File: config.mk
export PLATFORM = sky130hd
export DESIGN_NAME = fir_gain_ramp_ctrl
export DESIGN_NICKNAME = d
export VERILOG_FILES = /design/src/rtl/fir_ctrl_pkg.sv /design/src/rtl/fir_gain_step.sv /design/src/rtl/fir_gain_ramp_ctrl.sv
export SDC_FILE = /design/constraint.sdc
export NUM_CORES = 1
export LEC_CHECK = 0
export BUFFER_PORTS_ARGS = -buffer_cell sky130_fd_sc_hd__buf_2
export CAP_MARGIN = 0
export CORE_MARGIN = 1.5
export CORE_UTILIZATION = 40
export CTS_CLUSTER_DIAMETER = 150
export CTS_CLUSTER_SIZE = 30
export DETAILED_ROUTE_END_ITERATION = 10
export MAX_ROUTING_LAYER = met4
export SLEW_MARGIN = 20
export SYNTH_ARGS = -nofsm -noshare
export SYNTH_HDL_FRONTEND = slang
export SYNTH_HIERARCHICAL = 1
export SYNTH_SLANG_ARGS = --single-unit
File: constraint.sdc
create_clock -name i_clk -period 16.8 [get_ports i_clk]
set_clock_uncertainty 0.1 [all_clocks]
set_input_delay 1.68 -clock i_clk [delete_from_list [all_inputs] [get_ports i_clk]]
set_output_delay 1.68 -clock i_clk [all_outputs]
set_load 0.02 [all_outputs]
File: src/rtl/fir_ctrl_pkg.sv
// Shared types and constants for the FIR gain ramp controller.
// Gain words are signed Q12.12, so unity gain is 1 << 12.
package fir_ctrl_pkg;

  typedef enum logic [1:0] {
    IDLE      = 2'd0,
    RAMP      = 2'd1,
    MUTE_RAMP = 2'd2,
    MUTED     = 2'd3
  } gain_state_e;

  localparam int GAIN_FRAC  = 12;
  localparam int GAIN_UNITY = 1 << GAIN_FRAC;

endpackage

File: src/rtl/fir_gain_step.sv
// One clamped step of a gain value toward a target.
// A step of zero, or a remaining distance within one step, lands exactly on the target.
module fir_gain_step #(
  parameter int SAMP_WIDTH = 24,
  parameter int STEP_WIDTH = 16
) (
  input  logic signed [SAMP_WIDTH-1:0] i_cur,
  input  logic signed [SAMP_WIDTH-1:0] i_tgt,
  input  logic        [STEP_WIDTH-1:0] i_step,
  output logic signed [SAMP_WIDTH-1:0] o_nxt,
  output logic                         o_done
);

  // Compare width covers both the full-range distance and the step magnitude.
  localparam int CW = ((SAMP_WIDTH + 1 > STEP_WIDTH) ? SAMP_WIDTH + 1 : STEP_WIDTH) + 1;

  logic signed [SAMP_WIDTH:0] w_diff;
  logic        [SAMP_WIDTH:0] w_mag;

  always_comb begin
    w_diff = {i_tgt[SAMP_WIDTH-1], i_tgt} - {i_cur[SAMP_WIDTH-1], i_cur};
    w_mag  = w_diff[SAMP_WIDTH] ? $unsigned(-w_diff) : $unsigned(w_diff);
    o_done = (i_step == '0) || (CW'(w_mag) <= CW'(i_step));
    if (o_done)
      o_nxt = i_tgt;
    else if (w_diff[SAMP_WIDTH])
      o_nxt = i_cur - $signed(SAMP_WIDTH'(i_step));
    else
      o_nxt = i_cur + $signed(SAMP_WIDTH'(i_step));
  end

endmodule

File: src/rtl/fir_gain_ramp_ctrl.sv
// Click-free gain sequencer for the lowpass FIR path: ramps toward a configured
// target once per sample strobe and provides a soft mute that preserves the target.
module fir_gain_ramp_ctrl
  import fir_ctrl_pkg::*;
#(
  parameter int SAMP_WIDTH = 24,
  parameter int STEP_WIDTH = 16,
  parameter int MUTE_STEP  = 256
) (
  input  logic                         i_clk,
  input  logic                         i_rst_n,
  input  logic                         i_samp_stb,
  input  logic                         i_cfg_valid,
  output logic                         o_cfg_ready,
  input  logic signed [SAMP_WIDTH-1:0] i_cfg_gain,
  input  logic        [STEP_WIDTH-1:0] i_cfg_step,
  input  logic                         i_mute,
  output logic signed [SAMP_WIDTH-1:0] o_gain,
  output logic                         o_busy,
  output logic                         o_muted
);

  gain_state_e                  r_state, w_state_nxt;
  logic signed [SAMP_WIDTH-1:0] r_gain, w_gain_nxt;
  logic signed [SAMP_WIDTH-1:0] r_target, w_target_nxt;
  logic        [STEP_WIDTH-1:0] r_step, w_step_nxt;

  logic                         w_cfg_fire;
  logic signed [SAMP_WIDTH-1:0] w_step_tgt;
  logic        [STEP_WIDTH-1:0] w_step_mag;
  logic signed [SAMP_WIDTH-1:0] w_step_out;
  logic                         w_step_done;

  assign o_cfg_ready = (r_state != MUTE_RAMP);
  assign o_busy      = (r_state == RAMP) || (r_state == MUTE_RAMP);
  assign o_muted     = (r_state == MUTED);
  assign o_gain      = r_gain;
  assign w_cfg_fire  = i_cfg_valid && o_cfg_ready;

  // The single stepper is shared: mute ramps aim at zero with the fixed step.
  assign w_step_tgt = (r_state == MUTE_RAMP) ? '0 : r_target;
  assign w_step_mag = (r_state == MUTE_RAMP) ? STEP_WIDTH'(MUTE_STEP) : r_step;

  fir_gain_step #(
    .SAMP_WIDTH (SAMP_WIDTH),
    .STEP_WIDTH (STEP_WIDTH)
  ) u_step (
    .i_cur  (r_gain),
    .i_tgt  (w_step_tgt),
    .i_step (w_step_mag),
    .o_nxt  (w_step_out),
    .o_done (w_step_done)
  );

  always_comb begin
    w_state_nxt  = r_state;
    w_gain_nxt   = r_gain;
    w_target_nxt = r_target;
    w_step_nxt   = r_step;
    if (w_cfg_fire) begin
      w_target_nxt = i_cfg_gain;
      w_step_nxt   = i_cfg_step;
    end
    case (r_state)
      IDLE: begin
        if (i_mute)
          w_state_nxt = MUTE_RAMP;
        else if (w_cfg_fire && (i_cfg_gain != r_gain))
          w_state_nxt = RAMP;
      end
      RAMP: begin
        if (i_samp_stb) begin
          w_gain_nxt = w_step_out;
          // A landing step must not strand a target that arrived on the same cycle.
          if (w_step_done && !(w_cfg_fire && (i_cfg_gain != w_step_out)))
            w_state_nxt = IDLE;
        end
        if (i_mute)
          w_state_nxt = MUTE_RAMP;
      end
      MUTE_RAMP: begin
        if (!i_mute)
          w_state_nxt = RAMP;
        else if (i_samp_stb) begin
          w_gain_nxt = w_step_out;
          if (w_step_done)
            w_state_nxt = MUTED;
        end
      end
      MUTED: begin
        if (!i_mute)
          w_state_nxt = RAMP;
      end
      default: w_state_nxt = IDLE;
    endcase
  end

  always_ff @(posedge i_clk) begin
    if (!i_rst_n) begin
      r_state  <= IDLE;
      r_gain   <= SAMP_WIDTH'(GAIN_UNITY);
      r_target <= SAMP_WIDTH'(GAIN_UNITY);
      r_step   <= '0;
    end else begin
      r_state  <= w_state_nxt;
      r_gain   <= w_gain_nxt;
      r_target <= w_target_nxt;
      r_step   <= w_step_nxt;
    end
  end

endmodule
== Yosys cells after proc, flatten, opt, wreduce, memory -nomap -nowiden ==
Cells that the tools add are included.

* Register bits after elaboration: 66
* Input bits: 45

* Reduce and logical (&&, ||, !) cells: 12
* $add $sub $neg: 4
* Magnitude comparators: 1
* Eq/ne operators: 13
* Mux-type cells: 18

{| class="wikitable"
|+ Operator list
! kind !! count
|-
| 2-to-1 mux 24 bit || 5
|-
| != test 24 bit || 2
|-
| one-hot mux 24 bit (2 select lines) || 1
|-
| less-or-equal comparator 25 x 16 -> 1 bit || 1
|-
| 2-to-1 mux 25 bit || 1
|-
| negator 25 bit || 1
|-
| subtractor 24 x 24 -> 25 bit || 1
|-
| adder 24 x 17 -> 24 bit || 1
|-
| subtractor 24 x 17 -> 24 bit || 1
|-
| 2-to-1 mux 2 bit || 9
|-
| logical NOT 16 bit || 1
|-
| 2-to-1 mux 16 bit || 1
|-
| != test 3 bit (second input constant) || 4
|-
| one-hot mux 2 bit (4 select lines) || 1
|-
| != test 2 bit (second input constant) || 3
|-
| AND reduction 6 bit || 1
|-
| == test 2 bit (second input constant) || 2
|-
| logical AND 1 bit || 4
|-
| != test 3 x 2 -> 1 bit (second input constant) || 1
|-
| == test 2 x 1 -> 1 bit (second input constant) || 1
|-
| logical NOT 2 bit || 1
|-
| logical OR 1 bit || 2
|-
| AND reduction 2 bit || 1
|-
| nonzero test 2 bit || 1
|-
| logical NOT 1 bit || 1
|}

== Longest topological paths before layout ==
* Depth in word-level cells: 16
* Mapped depth: 39
* Depth with buffers taken out: 34

== Cells and area by module ==
Netlist, hierarchy kept.

{| class="wikitable"
|+ By module, submodules not included
! module !! area each (um^2) !! cells an instance !! instances
|-
| fir_gain_step || 4420.5 || 610 || 1
|-
| fir_gain_ramp_ctrl || 3390.8 || 418 || 1
|}

== Worst setup path before layout ==
No wires, ideal clock.

* Path kind: register to register
* Start: reg r_state[0]
* End: reg r_state[0]
* Data arrival time: 7.285 ns
* Cell stages (with the launch flop): 38
* Required time: 16.628 ns
* Clock period less this slack: 7.456 ns
* Setup slack: 9.344 ns
* Buffers on the path: 5
* Path through: dfxtp_1 > inv_1 > ha_1 > buf_2 > clkbuf_1 > nor2b_1 > ha_1 > buf_2 > a211oi_1 > o21ai_0 > and3_1 > a2111o_1 > buf_6 > o211ai_1 > nand2_1 > a41oi_1 > clkbuf_1 > nor2_1 > [2 not listed] > nor2b_1 > o21a_1 > o21ai_0 > a311o_1 > a21oi_1 > o31ai_1 > o2111ai_1 > a21o_1 > a21oi_1 > o21ai_0 > xor2_1 > mux2_4 > xnor2_1 > nand4_1 > nor4_1 > nand4_1 > a211oi_2 > mux2i_1

* Longest elaborated chain between the ends: 14
* Elaborated cells on any way between the ends: 31
* Classes of those cells: add/sub (4); order compare (1); eq/ne (11); mux (6); reduce/logical (9)

{| class="wikitable"
|+ RTL lines
! what !! RTL line !! RTL
|-
| start: declaration || fir_gain_ramp_ctrl.sv:23 || <nowiki>gain_state_e r_state, w_state_nxt;</nowiki>
|-
| start signal: assignment || fir_gain_ramp_ctrl.sv:105 || <nowiki>r_state <= w_state_nxt;</nowiki>
|-
| == test 2 bit * || fir_gain_ramp_ctrl.sv:41 || <nowiki>assign w_step_tgt = (r_state == MUTE_RAMP) ? '0 : r_target;</nowiki>
|-
| 2-to-1 mux 24 bit * || fir_gain_ramp_ctrl.sv:41 ||
|-
| named net w_step_tgt[9] || fir_gain_ramp_ctrl.sv:29 || <nowiki>logic signed [SAMP_WIDTH-1:0] w_step_tgt;</nowiki>
|-
| subtractor 24 x 24 -> 25 bit * || fir_gain_step.sv:21 || <nowiki>w_diff = {i_tgt[SAMP_WIDTH-1], i_tgt} - {i_cur[SAMP_WIDTH-1], i_cur};</nowiki>
|-
| negator 25 bit || fir_gain_step.sv:22 || <nowiki>w_mag = w_diff[SAMP_WIDTH] ? $unsigned(-w_diff) : $unsigned(w_diff);</nowiki>
|-
| 2-to-1 mux 25 bit || fir_gain_step.sv:22 ||
|-
| less-or-equal comparator 25 x 16 -> 1 bit || fir_gain_step.sv:23 || <nowiki>o_done = (i_step == '0) || (CW'(w_mag) <= CW'(i_step));</nowiki>
|-
| logical OR 1 bit || fir_gain_step.sv:23 ||
|-
| 2-to-1 mux 24 bit * || fir_gain_step.sv:24 || <nowiki>if (o_done)</nowiki>
|-
| named net w_step_out[22] || fir_gain_ramp_ctrl.sv:31 || <nowiki>logic signed [SAMP_WIDTH-1:0] w_step_out;</nowiki>
|-
| != test 24 bit * || fir_gain_ramp_ctrl.sv:75 || <nowiki>if (w_step_done && !(w_cfg_fire && (i_cfg_gain != w_step_out)))</nowiki>
|-
| logical AND 1 bit * || fir_gain_ramp_ctrl.sv:75 ||
|-
| logical NOT 1 bit * || fir_gain_ramp_ctrl.sv:75 ||
|-
| logical AND 1 bit * || fir_gain_ramp_ctrl.sv:75 ||
|-
| != test 3 x 2 -> 1 bit (no line) * || - ||
|-
| AND reduction 6 bit (no line) * || - ||
|}

Mark *: on every way through the listed nets, which the timed path passes. The rest lies on a longest branch.
A chain may end at the register's enable or synchronous reset.

== Final worst setup path ==
* Start: reg r_state[0]
* End: reg r_state[1]

The elaborated chain is that of the path after synthesis.

==> impl_metrics.toml <==
[outcome]
status = "finished clean"

[global_route]
overflow = 0
grt_pass1_vias = 6790
track_usage = 0.238
grt_max_degree = 69
antenna_found_initial = 0
grt_pass1_wl_mm = 36.5

[yosys]
synthXorXnorAreaFrac = 0.120
yosys.area.top_type = "dfxtp_1"
syn_nets = 1145
seq_area_frac_synth = 0.169
synth_commonest_cells = "167 x nand2_1, 70 x ha_1, 67 x xnor2_1"
syn-cell-area_um2 = 7810
synth_edf_count = 0
synth-compound-area-share = 0.234
yosysTopAreaCellShare = 0.169
yosys_warnings = 6
synth-simple-area-share = 0.251
muxShareOfSynthArea = 0.0485
synthAdderAreaFrac = 0.117
synth_most_common_cell = "nand2_1"
avgSynthCellArea_um2 = 7.60
synth.area.top_cells = "dfxtp_1 17%, ha_1 11%, nand2_1 8.0%"
ys_ff_latch = 66
synthCells = 1028
synthArstFlopShare = 0
synth_top_family_by_area = "simple AND/OR/NAND/NOR gates"
synthFlopType = "dfxtp_1"
ys_types = 82

[drt]
avgRoutedWirePerCell_um = 17.5
drc = 0
first_pass_iters = 5
drt_iter0_markers = 489
routed_wl_mm = 23.3
postRouteAntennaNets = 0
vias = 7323
avgViaCountPerCell = 5.49

[setup_path]
r2r_start = "r_state[0]$_SDFFE_PN0P_"
start_kind = "register"
crit_type = "register to register"
critPathRequiredTime_ns = 16.96
cp_slowest_cell = "ha_1"
cp_slowest_stage_delay_ns = 0.60
worstPathArrival_ns = 8.84
crit_start = "r_state[0]$_SDFFE_PN0P_"
crit_fanout = 30
crit_path_end_kind = "register"

[clock_tree]
cts_tree = "built"
cts_buffer_depth = 2
clkSinkCount = 66
cts_max_level = 3
postCtsSetupBuffers = 0
numCtsBuffers = 9
clkTransAtPathRegs_ns = 0.05
cts_root_buf = "clkbuf_16"
cts-resized-gates = 0
insertion_delay_ns = 0.33
cts_hold_buf = 0

[placed_design]
portBuffers = 71
gp_routability_congestion = 0.927
hpwl_mm = 18.4

[sta]
fin_crit_sh = 0.517
max_slew.worst_pin.slew_ns = 1.07
finalCriticalPeriod_ns = 8.68
hold_violations = 0
fmax_mhz = 115
rsz0062_at_grt = "no"
setup_violations = 0
setup-tns-final_ns = 0
slew_violations = 0
maxSlewHeadroom = 0.287

[flow_run]
drv_cap = 0

[die]
core_area_um2 = 19000
start_util = 0.412
die_w_um = 143
pin_count = 72
placementRows = 50
die_area_um2 = 20400
die_h_um = 143

[hold_path]
hold_class = "register to register"
min_from = "r_target[14]$_SDFFE_PN0P_"

[cells_and_area]
diodes = 0
layout-drive-gt1-share = 0.127
fillers = 1925
nNetsFinal = 1188
multi_input_area_um2 = 6020
seqCellArea_um2 = 1320
area_growth_pct = 10.3
[routing by layer]
| layer | global-route usage | vias up | share of wire |
|---|---|---|---|
| li1 | - | 3712 | - |
| met1 | 0.336 | 3377 | 0.50 |
| met2 | 0.354 | 210 | 0.43 |
| met3 | 0.0352 | 24 | 0.059 |
| met4 | 0.0619 | 0 | 0.018 |
| met5 | - | - | 0 |
[through the flow]
| stage | std cells | hold WS, ns | area (um2) | util | worst slack, ns |
|---|---|---|---|---|---|
| 4_1_cts | 1334 | 0.350 | 8610 | 0.454 | 8.20 |
| 6_report | 1334 | 0.348 | 8610 | 0.454 | 8.12 |
| 3_5_place_dp | 1320 | 0.342 | 8310 | 0.438 | 8.27 |
| 2_1_floorplan | 1028 | 0.330 | 7810 | - | 9.34 |
| 5_1_grt | 1334 | 0.360 | 8610 | 0.454 | 7.48 |
| 3_3_place_gp | 1320 | 0.338 | 8310 | 0.438 | 8.44 |
[worst paths after layout]
path                            slack, ns  cells past startpoint                   endpoint
worst max-delay path                 8.12                     36    r_state[1]$_SDFFE_PN0P_
worst min-delay path                 0.35                      2  r_target[14]$_SDFFE_PN0P_
worst max register to register       8.12                     36    r_state[1]$_SDFFE_PN0P_
worst min register to register       0.35                      2  r_target[14]$_SDFFE_PN0P_
[worst max-delay path: cells and delay by family, from the launching register on]
| kind | cells | cell delay [ns] |
|---|---|---|
| DFF | 1 | 0.34 |
| adders and majority gates | 4 | 1.45 |
| buffers and inverters | 5 | 0.95 |
| and+or+nand+nor | 7 | 1.03 |
| xor gates and xnor gates | 2 | 0.26 |
| muxes | 3 | 0.73 |
| AOI/OAI and AO/OA | 15 | 3.73 |
[cell families after synthesis]
family / after synthesis
AOI/OAI and AO/OA: 256
adders and majority gates: 72
muxes: 29
buffers and inverters: 108
xor gates and xnor gates: 107
and+or+nand+nor: 390
DFF: 66
[state kept, by name, summed over array words and instances, names as in the netlist]
register  flops
r_target     24
r_state       2
r_step       16
o_gain       24
[final cells by class]
| cell class | count | area share |
|---|---|---|
| timing repair buffer | 77 | 0.0465 |
| tap | 260 | 0.0378 |
| inverter | 63 | 0.0275 |
| clock buffer | 11 | 0.0282 |
| clock inverter | 3 | 0.00755 |
| multi-input combinational | 854 | 0.699 |
| sequential | 66 | 0.153 |
[layout by cell type (no fill, tap or decap), types with 15 or more instances in the layout]
cell type / count
nor2b_1: 44
a21o_1: 15
a21boi_1: 41
a21boi_0: 21
nand2_1: 167
mux2_4: 16
dfxtp_1: 66
ha_1: 70
inv_1: 61
a21oi_1: 42
o21ai_0: 33
xor2_1: 40
nand3_1: 19
xnor2_1: 67
nor2_1: 39
nand2b_1: 18
buf_2: 71
Power is not shown: default switching activity piles up to over one toggle a cycle in this logic, so the estimate is an artifact.
